## src/rtl/bit_serializer_if.sv

```systemverilog
// Parallel-word in / serial-bit out handshake bundle for bit_serializer.
interface bit_serializer_if #(
    parameter int unsigned WIDTH = 8
);
    logic [WIDTH-1:0] din;
    logic             din_valid;
    logic             din_ready;
    logic             sout;
    logic             sout_valid;
    logic             frame_done;

    // Word producer / bit consumer side
    modport master (
        output din,
        output din_valid,
        input  din_ready,
        input  sout,
        input  sout_valid,
        input  frame_done
    );

    // Serializer side
    modport slave (
        input  din,
        input  din_valid,
        output din_ready,
        output sout,
        output sout_valid,
        output frame_done
    );
endinterface

```

## src/rtl/bit_serializer.sv

```systemverilog
// MSB-first parallel-to-serial converter with zero-gap back-to-back framing.
// Optional feature macro: SER_PARITY_EN appends one even-parity bit per frame.
// WIDTH legal range is 2..32; the interface instance must use the same WIDTH.
module bit_serializer #(
    parameter int unsigned WIDTH = 8
) (
    input logic            clk,
    input logic            rst,
    bit_serializer_if.slave ser_if
);
    localparam int unsigned CNT_W = $clog2(WIDTH);
    localparam logic [CNT_W-1:0] LAST_IDX = CNT_W'(WIDTH - 1);

    typedef enum logic [1:0] {
        IDLE   = 2'd0,
        SHIFT  = 2'd1
`ifdef SER_PARITY_EN
        ,
        PARITY = 2'd2
`endif
    } state_e;

    state_e           state_q,      state_d;
    logic [CNT_W-1:0] cnt_q,        cnt_d;
    logic [WIDTH-1:0] shreg_q,      shreg_d;
    logic             sout_q,       sout_d;
    logic             sout_valid_q, sout_valid_d;
    logic             frame_done_q, frame_done_d;
`ifdef SER_PARITY_EN
    logic             parity_q,     parity_d;
`endif

    logic transfer;
    logic load;

    // Ready in IDLE or while the final frame bit is on the wire; forced low in reset
    assign ser_if.din_ready  = rst & ((state_q == IDLE) | frame_done_q);
    assign ser_if.sout       = sout_q;
    assign ser_if.sout_valid = sout_valid_q;
    assign ser_if.frame_done = frame_done_q;

    assign transfer = ser_if.din_valid & ser_if.din_ready;

    // State and output registers
    always_ff @(posedge clk or negedge rst) begin
        if (!rst) begin
            state_q      <= IDLE;
            cnt_q        <= '0;
            shreg_q      <= '0;
            sout_q       <= 1'b0;
            sout_valid_q <= 1'b0;
            frame_done_q <= 1'b0;
`ifdef SER_PARITY_EN
            parity_q     <= 1'b0;
`endif
        end else begin
            state_q      <= state_d;
            cnt_q        <= cnt_d;
            shreg_q      <= shreg_d;
            sout_q       <= sout_d;
            sout_valid_q <= sout_valid_d;
            frame_done_q <= frame_done_d;
`ifdef SER_PARITY_EN
            parity_q     <= parity_d;
`endif
        end
    end

    // Next-state logic; sout_d always holds the bit to show in the following cycle
    always_comb begin
        state_d      = state_q;
        cnt_d        = cnt_q;
        shreg_d      = shreg_q;
        sout_d       = 1'b0;
        sout_valid_d = 1'b0;
        frame_done_d = 1'b0;
        load         = 1'b0;
`ifdef SER_PARITY_EN
        parity_d     = parity_q;
`endif

        case (state_q)
            IDLE: begin
                if (transfer) begin
                    load = 1'b1;
                end
            end
            SHIFT: begin
                if (cnt_q == LAST_IDX) begin
`ifdef SER_PARITY_EN
                    state_d      = PARITY;
                    sout_d       = parity_q;
                    sout_valid_d = 1'b1;
                    frame_done_d = 1'b1;
`else
                    if (transfer) begin
                        load = 1'b1;
                    end else begin
                        state_d = IDLE;
                    end
`endif
                end else begin
                    // Rotate keeps the captured word intact; next bit sits just below the MSB
                    cnt_d        = cnt_q + CNT_W'(1);
                    shreg_d      = {shreg_q[WIDTH-2:0], shreg_q[WIDTH-1]};
                    sout_d       = shreg_q[WIDTH-2];
                    sout_valid_d = 1'b1;
`ifndef SER_PARITY_EN
                    frame_done_d = (cnt_d == LAST_IDX);
`endif
                end
            end
`ifdef SER_PARITY_EN
            PARITY: begin
                if (transfer) begin
                    load = 1'b1;
                end else begin
                    state_d = IDLE;
                end
            end
`endif
            default: begin
                state_d = IDLE;
            end
        endcase

        // Word capture shared by every accepting state; counter restarts at 0
        if (load) begin
            state_d      = SHIFT;
            cnt_d        = '0;
            shreg_d      = ser_if.din;
            sout_d       = ser_if.din[WIDTH-1];
            sout_valid_d = 1'b1;
            frame_done_d = 1'b0;
`ifdef SER_PARITY_EN
            parity_d     = ^ser_if.din;
`endif
        end
    end
endmodule

```

## src/flat_wrapper.sv

```systemverilog
// flat-port wrapper written by rule: the top's interface ports become plain ports
module bit_serializer_flat 
#(
    parameter int unsigned WIDTH = 8
)
  (clk, rst, ser_if_din, ser_if_din_valid, ser_if_din_ready, ser_if_sout, ser_if_sout_valid, ser_if_frame_done);
  bit_serializer_if #(.WIDTH(WIDTH)) ser_if_i ();
  input logic clk;
  input logic rst;
  input wire logic [$bits(ser_if_i.din)-1:0] ser_if_din;
  input wire logic [$bits(ser_if_i.din_valid)-1:0] ser_if_din_valid;
  output wire logic [$bits(ser_if_i.din_ready)-1:0] ser_if_din_ready;
  output wire logic [$bits(ser_if_i.sout)-1:0] ser_if_sout;
  output wire logic [$bits(ser_if_i.sout_valid)-1:0] ser_if_sout_valid;
  output wire logic [$bits(ser_if_i.frame_done)-1:0] ser_if_frame_done;
  assign ser_if_i.din = ser_if_din;
  assign ser_if_i.din_valid = ser_if_din_valid;
  assign ser_if_din_ready = ser_if_i.din_ready;
  assign ser_if_sout = ser_if_i.sout;
  assign ser_if_sout_valid = ser_if_i.sout_valid;
  assign ser_if_frame_done = ser_if_i.frame_done;
  bit_serializer #(.WIDTH(WIDTH)) u_core (.clk(clk), .rst(rst), .ser_if(ser_if_i));
endmodule
```

## config.mk

```make
export PLATFORM = sky130hd
export DESIGN_NAME = bit_serializer_flat
export DESIGN_NICKNAME = d
export VERILOG_FILES = /design/src/rtl/bit_serializer_if.sv /design/src/rtl/bit_serializer.sv /design/src/flat_wrapper.sv
export SDC_FILE = /design/constraint.sdc
export NUM_CORES = 1
export LEC_CHECK = 0
export BUFFER_PORTS_ARGS = -buffer_cell sky130_fd_sc_hd__buf_4
export CAP_MARGIN = 0
export CELL_PAD_IN_SITES_DETAIL_PLACEMENT = 2
export CELL_PAD_IN_SITES_GLOBAL_PLACEMENT = 2
export CORE_MARGIN = 10
export CORE_UTILIZATION = 35
export CTS_CLUSTER_SIZE = 8
export DETAILED_ROUTE_END_ITERATION = 6
export PLACE_DENSITY = 0.79
export RECOVER_POWER = 100
export SLEW_MARGIN = 20
export SYNTH_ARGS = -nofsm -noshare
export SYNTH_HDL_FRONTEND = slang
export SYNTH_SLANG_ARGS = --single-unit
```

## constraint.sdc

```tcl
create_clock -name clk -period 3.2 [get_ports clk]
set_input_delay 0.48 -clock clk [delete_from_list [all_inputs] [get_ports clk]]
set_output_delay 0.48 -clock clk [all_outputs]
set_load 0.01 [all_outputs]
```

==> impl_metrics.py, run 1 <==
metrics = {
    "outcome": {
        "outcome": "completed",
    },
    "synth": {
        "synth_area_leader_cell": "dfrtp_1",
        "ys_seq_elements": 15,
        "ys_seq_area_frac": 0.562,
        "synth_cell_types": 20,
        "syn_area_um2": 668,
        "synthSimpleGateAreaFrac": 0.133,
        "synth_compound_area_frac": 0.185,
        "synth.area.mux_share": 0.0169,
        "synth_cells": 52,
        "synthAdderAreaFrac": 0.0562,
        "netlist_top_cells_area": "dfrtp_1 (56%), a221o_1 (10%), and2_1 (6.6%)",
        "synthXorXnorAreaFrac": 0,
        "yosys_warnings": 0,
        "synth_top_family_by_area": "compound AO/OA/AOI/OAI gates",
        "synth.avg_cell_area_um2": 12.8,
        "syn-num-nets": 66,
        "synth_top_area_share": 0.562,
    },
    "route": {
        "wire_per_inst_um": 16.0,
        "ant_nets": 0,
        "routed_wl_mm": 1.49,
        "vias_per_cell": 4.87,
        "drt-pass1-iter-count": 4,
        "route.vias.total": 453,
        "initialDrtViolationCount": 3,
        "drc_errors": 0,
    },
    "finish": {
        "seqCellArea_um2": 375,
        "area_growth_pct": 18.2,
        "fin_area_um2": 790,
        "nFillCells": 202,
        "multi_input_area_um2": 254,
        "drive_gt1_frac": 0.221,
        "nNetsFinal": 83,
        "diodes": 0,
    },
    "setup_path": {
        "r2r-start": "u_core.cnt_q[0]",
        "worst-endpoint-arrival_ns": 2.40,
        "crit_fanout": 13,
        "critPathKind": "reg -> reg",
        "reg2reg_to": "u_core.shreg_q[6]",
        "r2r_slack_ns": 0.98,
        "r2r.worst_path.cells": 5,
        "required_ns": 3.38,
        "endpoint_kind": "register",
        "critPathLaunchType": "register",
    },
    "floorplan": {
        "die-area_mm2": 0.00406,
        "die_h_um": 63.7,
        "num_rows": 15,
        "io_pins": 15,
        "core_mm2": 0.00176,
        "start_util": 0.379,
        "fp.dieW_um": 63.7,
    },
    "clocking": {
        "cts_tree": "yes",
        "clockRootBuffer": "clkbuf_4",
        "htreeDepth": 1,
        "hold_buffers": 0,
        "clockBufferDepth": 2,
        "ctsResizeCount": 0,
        "post_cts_buffers": 0,
        "clk_latency_ns": 0.29,
        "clock-sinks": 15,
        "cts_buffers": 3,
        "clk_pin_slew_ns": 0.09,
    },
    "timing": {
        "post-route-period-util": 0.693,
        "slew_viol_final": 0,
        "layout_min_cycle_time_ns": 2.22,
        "finalSetupTns_ns": 0,
        "tightestPinTransition_ns": 0.909,
        "hold_viol": 0,
        "rsz0062_at_grt": "false",
        "fin_ws_ns": 0.982,
        "fmax_mhz": 451,
        "finClkSkew_ns": 0.00313,
        "setup_viol": 0,
        "slew_headroom": 0.394,
    },
    "power": {
        "power_density_mw_per_mm2": 942,
        "irDropWorstVdd_mv": 0.329,
        "cellLeakagePower_nw": 0.384,
    },
    "global_routing": {
        "antenna_found_initial": 0,
        "grt_pass1_wl_mm": 2.39,
        "grt_max_degree": 20,
        "grt_usage": 0.0787,
        "grt_pass1_vias": 501,
        "globalRouteOverflowTotal": 0,
    },
    "placement": {
        "port_buffers": 14,
        "gp_congestion": 0.718,
        "dp_hpwl_mm": 1.12,
        "placedInstanceArea_um2": 788,
        "pre_cts_ws_ns": 1.37,
    },
    "min_path": {
        "hp-class": "in -> async",
    },
    "flow_run": {
        "maxCapViolations": 0,
    },
}
how the worst max path moves through the flow:
stage	from	end	slack, ns	depth (start not counted)
finish	u_core.cnt_q[0]	u_core.shreg_q[6]	0.98	5
global route	u_core.cnt_q[0]	u_core.shreg_q[1]	0.72	5
CTS	u_core.cnt_q[0]	u_core.shreg_q[0]	1.36	5
detailed placement	u_core.cnt_q[0]	u_core.shreg_q[0]	1.37	5
global placement	u_core.cnt_q[0]	u_core.shreg_q[6]	1.43	5
floorplan	u_core.cnt_q[0]	u_core.shreg_q[0]	1.62	6
critical path: stages (launching register included):
cell and delay (ns):
dfrtp_1 0.41, ha_1 0.21, ha_1 0.20, nor2b_1 0.56
a31oi_2 0.26, a221o_1 0.47
report_power, final:
| part | leakage, nW | internal, mW | switching, mW |
|---|---|---|---|
| Combinational | 0.181 | 0.152 | 0.152 |
| Sequential | 0.186 | 0.278 | 0.0498 |
| Clock | 0.0177 | 0.0465 | 0.0645 |
layout by cell type, fill, tap and decap left out, drive strengths merged:
| cell | Yosys | final |
|---|---|---|
| nand3 | 1 | 1 |
| and2 | 8 | 8 |
| clkinv | 0 | 1 |
| inv | 4 | 4 |
| mux2 | 1 | 1 |
| o2bb2ai | 1 | 1 |
| a221o | 7 | 7 |
| buf | 2 | 9 |
| clkbuf | 0 | 8 |
| nand2 | 1 | 1 |
| a31oi | 1 | 1 |
| nor2 | 1 | 1 |
| a22o | 2 | 2 |
| a21o | 1 | 1 |
| ha | 3 | 3 |
| a21boi | 1 | 1 |
| nand2b | 1 | 1 |
| and3 | 1 | 1 |
| nor2b | 1 | 1 |
| dfrtp | 15 | 15 |
sequential cells by signal, summed over array words and instances, names as in the netlist:
signal                    flops
u_core.ser_if.frame_done      1
u_core.shreg_q                8
u_core.state_q                1
u_core.ser_if.sout            1
u_core.cnt_q                  3
u_core.ser_if.sout_valid      1
synth_stat cells:
cell type	count
mux2_2	1
nor2b_4	1
and2_0	1
a22o_1	2
a221o_1	7
nand3_1	1
inv_1	4
a21boi_1	1
nand2b_1	1
nor2_1	1
and3_1	1
o2bb2ai_1	1
and2_1	7
a21o_1	1
buf_6	1
dfrtp_1	15
nand2_1	1
buf_2	1
a31oi_2	1
ha_1	3
routing by layer:
layer,track usage,vias up,part of all wire
met2,0.112,12,0.45
met5,0,-,0
li1,-,220,-
met1,0.0894,217,0.48
met3,0.0371,4,0.038
met4,0.0574,0,0.031
cell families (layout without fill, tap and decap cells):
logic type,Yosys count,in the layout
compound gates,13,13
fa+ha+maj,3,3
buf+inv,6,22
flops,15,15
mux,1,1
simple gates,14,14
final cells by class:
cell class	instances	area share
flip-flops and latches	15	0.475
clock inverters	1	0.00634
repair buffers	14	0.109
clock buffers	3	0.0285
multi-input cells	31	0.322
well taps	25	0.0396
inverters	4	0.0190
per-stage QoR:
step | utilization | std cells | hold WS [ns] | total power, mW
3_3_place_gp | 0.447 | 89 | 0.358 | 0.657
2_1_floorplan | - | 52 | 0.184 | 0.576
4_1_cts | 0.462 | 93 | 0.0286 | 0.789
3_5_place_dp | 0.447 | 89 | 0.358 | 0.672
5_1_grt | 0.448 | 93 | 0.339 | 0.817
6_report | 0.448 | 93 | 0.286 | 0.743
No activity file was read; power rests on OpenSTA's default activity.
==> run 2: changes to the inputs <==
--- a/config.mk
+++ b/config.mk
@@ -10,10 +10,10 @@
 export CELL_PAD_IN_SITES_DETAIL_PLACEMENT = 2
 export CELL_PAD_IN_SITES_GLOBAL_PLACEMENT = 2
 export CORE_MARGIN = 10
-export CORE_UTILIZATION = 35
+export CORE_UTILIZATION = 33
 export CTS_CLUSTER_SIZE = 8
 export DETAILED_ROUTE_END_ITERATION = 6
-export PLACE_DENSITY = 0.79
+export PLACE_DENSITY = 0.75
 export RECOVER_POWER = 100
 export SLEW_MARGIN = 20
 export SYNTH_ARGS = -nofsm -noshare
==> constraint.sdc (replaced) <==
create_clock -name clk -period 2.2 [get_ports clk]
set_input_delay 0.33 -clock clk [delete_from_list [all_inputs] [get_ports clk]]
set_output_delay 0.33 -clock clk [all_outputs]
set_load 0.01 [all_outputs]
==> impl_metrics.py, run 2 (synthesis gave the netlist of run 1 again) <==
metrics = {
    "outcome": {
        "outcome": "completed",
    },
    "clocking": {
        "cts_buffers": 3,
        "clockBufferDepth": 2,
        "clockRootBuffer": "clkbuf_4",
        "cts_tree": "yes",
        "clk_pin_slew_ns": 0.10,
        "clk_latency_ns": 0.28,
        "clock-sinks": 15,
        "htreeDepth": 1,
    },
    "route": {
        "drt-pass1-iter-count": 4,
        "drc_errors": 0,
        "route.vias.total": 472,
        "routed_wl_mm": 1.54,
        "vias_per_cell": 4.87,
        "wire_per_inst_um": 15.8,
        "ant_nets": 0,
        "initialDrtViolationCount": 13,
    },
    "timing": {
        "fmax_mhz": 557,
        "slew_headroom": 0.575,
        "hold_viol": 0,
        "layout_min_cycle_time_ns": 1.80,
        "rsz0062_at_grt": "false",
        "finClkSkew_ns": 0.00738,
        "finalSetupTns_ns": 0,
        "setup_viol": 0,
        "post-route-period-util": 0.816,
        "tightestPinTransition_ns": 0.636,
        "slew_viol_final": 0,
    },
    "setup_path": {
        "required_ns": 2.42,
        "max_stage_delay_ns": 0.41,
        "cp_common_cell": "ha_1",
        "critPathKind": "reg -> reg",
        "endpoint_kind": "register",
        "worst-endpoint-arrival_ns": 2.02,
        "crit_fanout": 12,
        "critPathLaunchType": "register",
        "worstPathCellList": "ha_1 > ha_1 > nor2b_1 > clkbuf_1 > and2_0 > a221o_1",
        "cp_top_family": "simple AND/OR/NAND/NOR gates",
        "path_buf_inv": 1,
        "crit_slowest_cell": "dfrtp_1",
    },
    "power": {
        "irDropWorstVdd_mv": 0.530,
        "power_density_mw_per_mm2": 1350,
        "cellLeakagePower_nw": 0.389,
        "p_total_mw": 1.10,
    },
    "placement": {
        "dp_hpwl_mm": 1.19,
        "gp_congestion": 0.702,
        "port_buffers": 14,
        "placedInstanceArea_um2": 798,
    },
    "floorplan": {
        "start_util": 0.344,
        "io_pins": 15,
        "num_rows": 16,
        "die-area_mm2": 0.00422,
        "die_h_um": 65.0,
        "fp.dieW_um": 65.0,
        "core_mm2": 0.00194,
    },
    "global_routing": {
        "grt_usage": 0.0825,
        "antenna_found_initial": 0,
        "grt_pass1_vias": 541,
        "grt_pass1_wl_mm": 2.70,
        "grt_max_degree": 20,
        "globalRouteOverflowTotal": 0,
    },
    "finish": {
        "layout_commonest_cell": "dfrtp_1",
        "top_regs": "u_core.shreg_q x8, u_core.cnt_q x3",
        "area_growth_pct": 21.5,
        "diodes": 0,
        "final_cell_mix": "dfrtp_1 (15), buf_4 (11), and2_0 (8)",
        "nNetsFinal": 85,
        "fin_area_um2": 812,
        "top_register": "u_core.shreg_q",
        "drive_gt1_frac": 0.229,
        "largest_reg_flops": 8,
    },
    "flow_run": {
        "maxCapViolations": 0,
    },
    "min_path": {
        "hp-class": "in -> reg",
    },
}
run 2: layout make-up:
type,count,area [µm²]
clock buffers,4,26.3
fillers,206,1130
inverters,4,15.0
multi-input cells,31,254
flip-flops and latches,15,375
well taps,27,33.8
repair buffers,16,108
run 2: worst paths after layout:
path                       cells after the start              start                       end  slack, ns
setup / recovery                               6    u_core.cnt_q[0]         u_core.shreg_q[2]       0.40
hold / removal                                 2      ser_if_din[6]         u_core.shreg_q[6]       0.27
setup reg to reg                               6    u_core.cnt_q[0]         u_core.shreg_q[2]       0.40
hold reg to reg                                1  u_core.shreg_q[7]         u_core.shreg_q[7]       0.48
max in group asynchronous                      2                rst         u_core.shreg_q[4]       1.56
min in group asynchronous                      2                rst  u_core.ser_if.sout_valid       0.44
run 2: what timing repair did:
item / CTS / global route
hold buffers: 1 / 0
resized for setup: 0 / 0
buffers inserted: 0 / 0
hold endpoints to repair: 15 / 0
run 2: worst register-to-register path: cells and delay by family (launching register included):
family / cells / cell delay (ns)
simple gates: 2 / 0.42
flops: 1 / 0.41
fa+ha+maj: 2 / 0.40
buf+inv: 1 / 0.39
compound gates: 1 / 0.11
run 2: stage by stage:
step | cells | worst slack [ns] | util | hold slack, ns
finish | 97 | 0.405 | 0.418 | 0.271
global route | 97 | 0.244 | 0.418 | 0.262
CTS | 97 | 0.446 | 0.430 | 0.260
detailed placement | 92 | 0.503 | 0.411 | 0.211
global placement | 92 | 0.567 | 0.411 | 0.211
floorplan | 52 | 0.624 | - | 0.0344
run 2: where the power goes:
part | leakage, nW | total, mW | switching, mW | internal [mW]
sequential | 0.186 | 0.476 | 0.0717 | 0.405
combinational | 0.188 | 0.458 | 0.231 | 0.227
clock | 0.0150 | 0.162 | 0.0912 | 0.0703
total | 0.389 | 1.10 | 0.394 | 0.702
run 2: per-layer routing:
layer	vias to the layer above	global-route usage	wire, µm
met1	239	0.107	714
met5	-	0	0
li1	224	-	-
met2	7	0.122	743
met3	2	0.0241	65
met4	0	0.0401	14
==> run 3: changes to the inputs <==
--- a/config.mk
+++ b/config.mk
@@ -10,10 +10,10 @@
 export CELL_PAD_IN_SITES_DETAIL_PLACEMENT = 2
 export CELL_PAD_IN_SITES_GLOBAL_PLACEMENT = 2
 export CORE_MARGIN = 10
-export CORE_UTILIZATION = 33
+export CORE_UTILIZATION = 30
 export CTS_CLUSTER_SIZE = 8
 export DETAILED_ROUTE_END_ITERATION = 6
-export PLACE_DENSITY = 0.75
+export PLACE_DENSITY = 0.72
 export RECOVER_POWER = 100
 export SLEW_MARGIN = 20
 export SYNTH_ARGS = -nofsm -noshare
==> constraint.sdc (replaced) <==
create_clock -name clk -period 1.52 [get_ports clk]
set_input_delay 0.228 -clock clk [delete_from_list [all_inputs] [get_ports clk]]
set_output_delay 0.228 -clock clk [all_outputs]
set_load 0.01 [all_outputs]
==> impl_metrics.py, run 3 (synthesis gave the netlist of run 1 again) <==
metrics = {
    "timing": {
        "post-route-period-util": 1.01,
        "fin_ws_ns": -0.0126,
        "slew_viol_final": 0,
        "finClkSkew_ns": 0.0121,
        "tightestPinTransition_ns": 0.628,
        "hold_viol": 0,
        "layout_min_cycle_time_ns": 1.53,
        "setup_viol": 1,
        "rsz0062_at_grt": "true",
        "slew_headroom": 0.581,
        "whs_ns": 0.154,
        "fmax_mhz": 652,
    },
    "floorplan": {
        "die_h_um": 67.2,
        "num_rows": 17,
        "core_mm2": 0.00217,
        "fp.dieW_um": 67.2,
        "start_util": 0.308,
        "io_pins": 15,
        "die-area_mm2": 0.00451,
    },
    "clocking": {
        "clockBufferDepth": 2,
        "clk_latency_ns": 0.29,
        "cts_tree": "yes",
        "cts_buffers": 3,
        "clock-sinks": 15,
        "clk_pin_slew_ns": 0.10,
        "htreeDepth": 1,
        "clockRootBuffer": "clkbuf_4",
    },
    "finish": {
        "largest_reg_flops": 8,
        "fin_area_um2": 911,
        "nNetsFinal": 92,
        "multi_input_area_um2": 299,
        "final_util": 0.420,
        "nFillCells": 243,
        "drive_gt1_frac": 0.364,
        "top_register": "u_core.shreg_q",
        "diodes": 0,
        "seqCellArea_um2": 375,
        "final_cell_mix": "buf_4 (18), dfrtp_1 (15), and2_1 (7), a221o_1 (7), clkbuf_1 (5)",
        "area_growth_pct": 36.3,
        "top_regs": "u_core.shreg_q x8, u_core.cnt_q x3",
        "layout_commonest_cell": "buf_4",
    },
    "route": {
        "drt-pass1-iter-count": 2,
        "wire_per_inst_um": 18.2,
        "initialDrtViolationCount": 6,
        "routed_wl_mm": 1.91,
        "drc_errors": 0,
        "vias_per_cell": 5.10,
        "route.vias.total": 535,
        "ant_nets": 0,
    },
    "global_routing": {
        "grt_usage": 0.0877,
        "grt_pass1_wl_mm": 2.95,
        "grt_pass1_vias": 583,
        "globalRouteOverflowTotal": 0,
        "grt_max_degree": 13,
        "antenna_found_initial": 0,
    },
    "placement": {
        "gp_congestion": 0.710,
        "placedInstanceArea_um2": 860,
        "dp_hpwl_mm": 1.31,
        "port_buffers": 14,
    },
    "setup_path": {
        "critPathLaunchType": "register",
        "required_ns": 1.70,
        "worst-endpoint-arrival_ns": 1.71,
        "crit_slowest_cell": "a221o_1",
        "worstPathCellList": "ha_2 > ha_4 > nor2b_4 > a31oi_4 > a221o_1",
        "max_stage_delay_ns": 0.42,
        "crit_fanout": 12,
        "critPathKind": "reg -> reg",
        "endpoint_kind": "register",
    },
    "power": {
        "irDropWorstVdd_mv": 0.792,
        "p_total_mw": 1.89,
        "cellLeakagePower_nw": 0.441,
        "power_density_mw_per_mm2": 2070,
    },
    "min_path": {
        "hp-class": "in -> reg",
    },
    "outcome": {
        "violations": "setup timing",
        "outcome": "finished with violations",
    },
    "flow_run": {
        "maxCapViolations": 0,
    },
}
-- run 3: cell count changes in the layout (fill, tap and decap cells not counted), sizes merged --
cell  delta
buf      +7
-- run 3: through the flow --
stage / setup slack, ns / std cells / setup TNS [ns]
2_1_floorplan: 0.00756 / 52 / 0
3_3_place_gp: -0.0306 / 99 / -0.0986
3_5_place_dp: -0.117 / 99 / -0.737
4_1_cts: 0.00378 / 104 / 0
5_1_grt: -0.0645 / 105 / -0.157
6_report: -0.0126 / 105 / -0.0126
-- run 3: path summary, 6_finish.rpt --
check                                  startpoint  slack [ns]                  endpoint  cells past startpoint
worst max-delay path              u_core.cnt_q[0]       -0.01         u_core.shreg_q[1]                      5
worst min-delay path                ser_if_din[0]        0.15         u_core.shreg_q[0]                      2
worst max register to register    u_core.cnt_q[0]       -0.01         u_core.shreg_q[1]                      5
worst min register to register  u_core.shreg_q[7]        0.50         u_core.shreg_q[7]                      1
max in group asynchronous                     rst        0.45  u_core.ser_if.sout_valid                      3
min in group asynchronous                     rst        0.28         u_core.state_q[0]                      2
-- run 3: critical path, delay by kind of cell, from the launching register on --
family,cells,cell delay (ns)
AOI/OAI and AO/OA,2,0.51
adders and majority gates,2,0.39
DFF,1,0.40
and+or+nand+nor,1,0.14
-- run 3: cell type report --
class / instances / share of cell area
inverter: 4 / 0.0165
tap: 28 / 0.0385
clock buffer: 4 / 0.0288
sequential: 15 / 0.412
multi-input combinational: 31 / 0.328
timing repair buffer: 23 / 0.176
-- run 3: what timing repair did --
action	CTS	global route
hold buffers	1	0
hold endpoints to repair	15	0
setup endpoints to repair	12	9
buffers inserted	0	1
resized for setup	3	1
pin swaps	0	4
-- run 3: layer usage --
layer,vias up,part of all wire,wire length (µm),track usage
met2,10,0.54,1040,0.135
li1,237,-,-,-
met5,-,0,0,0
met3,5,0.034,65,0.0264
met1,283,0.40,768,0.102
met4,0,0.020,38,0.0615
-- run 3: where the power goes --
group          leakage, nW  internal [mW]  switching, mW
Sequential           0.186          0.586          0.108
Clock               0.0150          0.102          0.138
Combinational        0.241          0.516          0.437
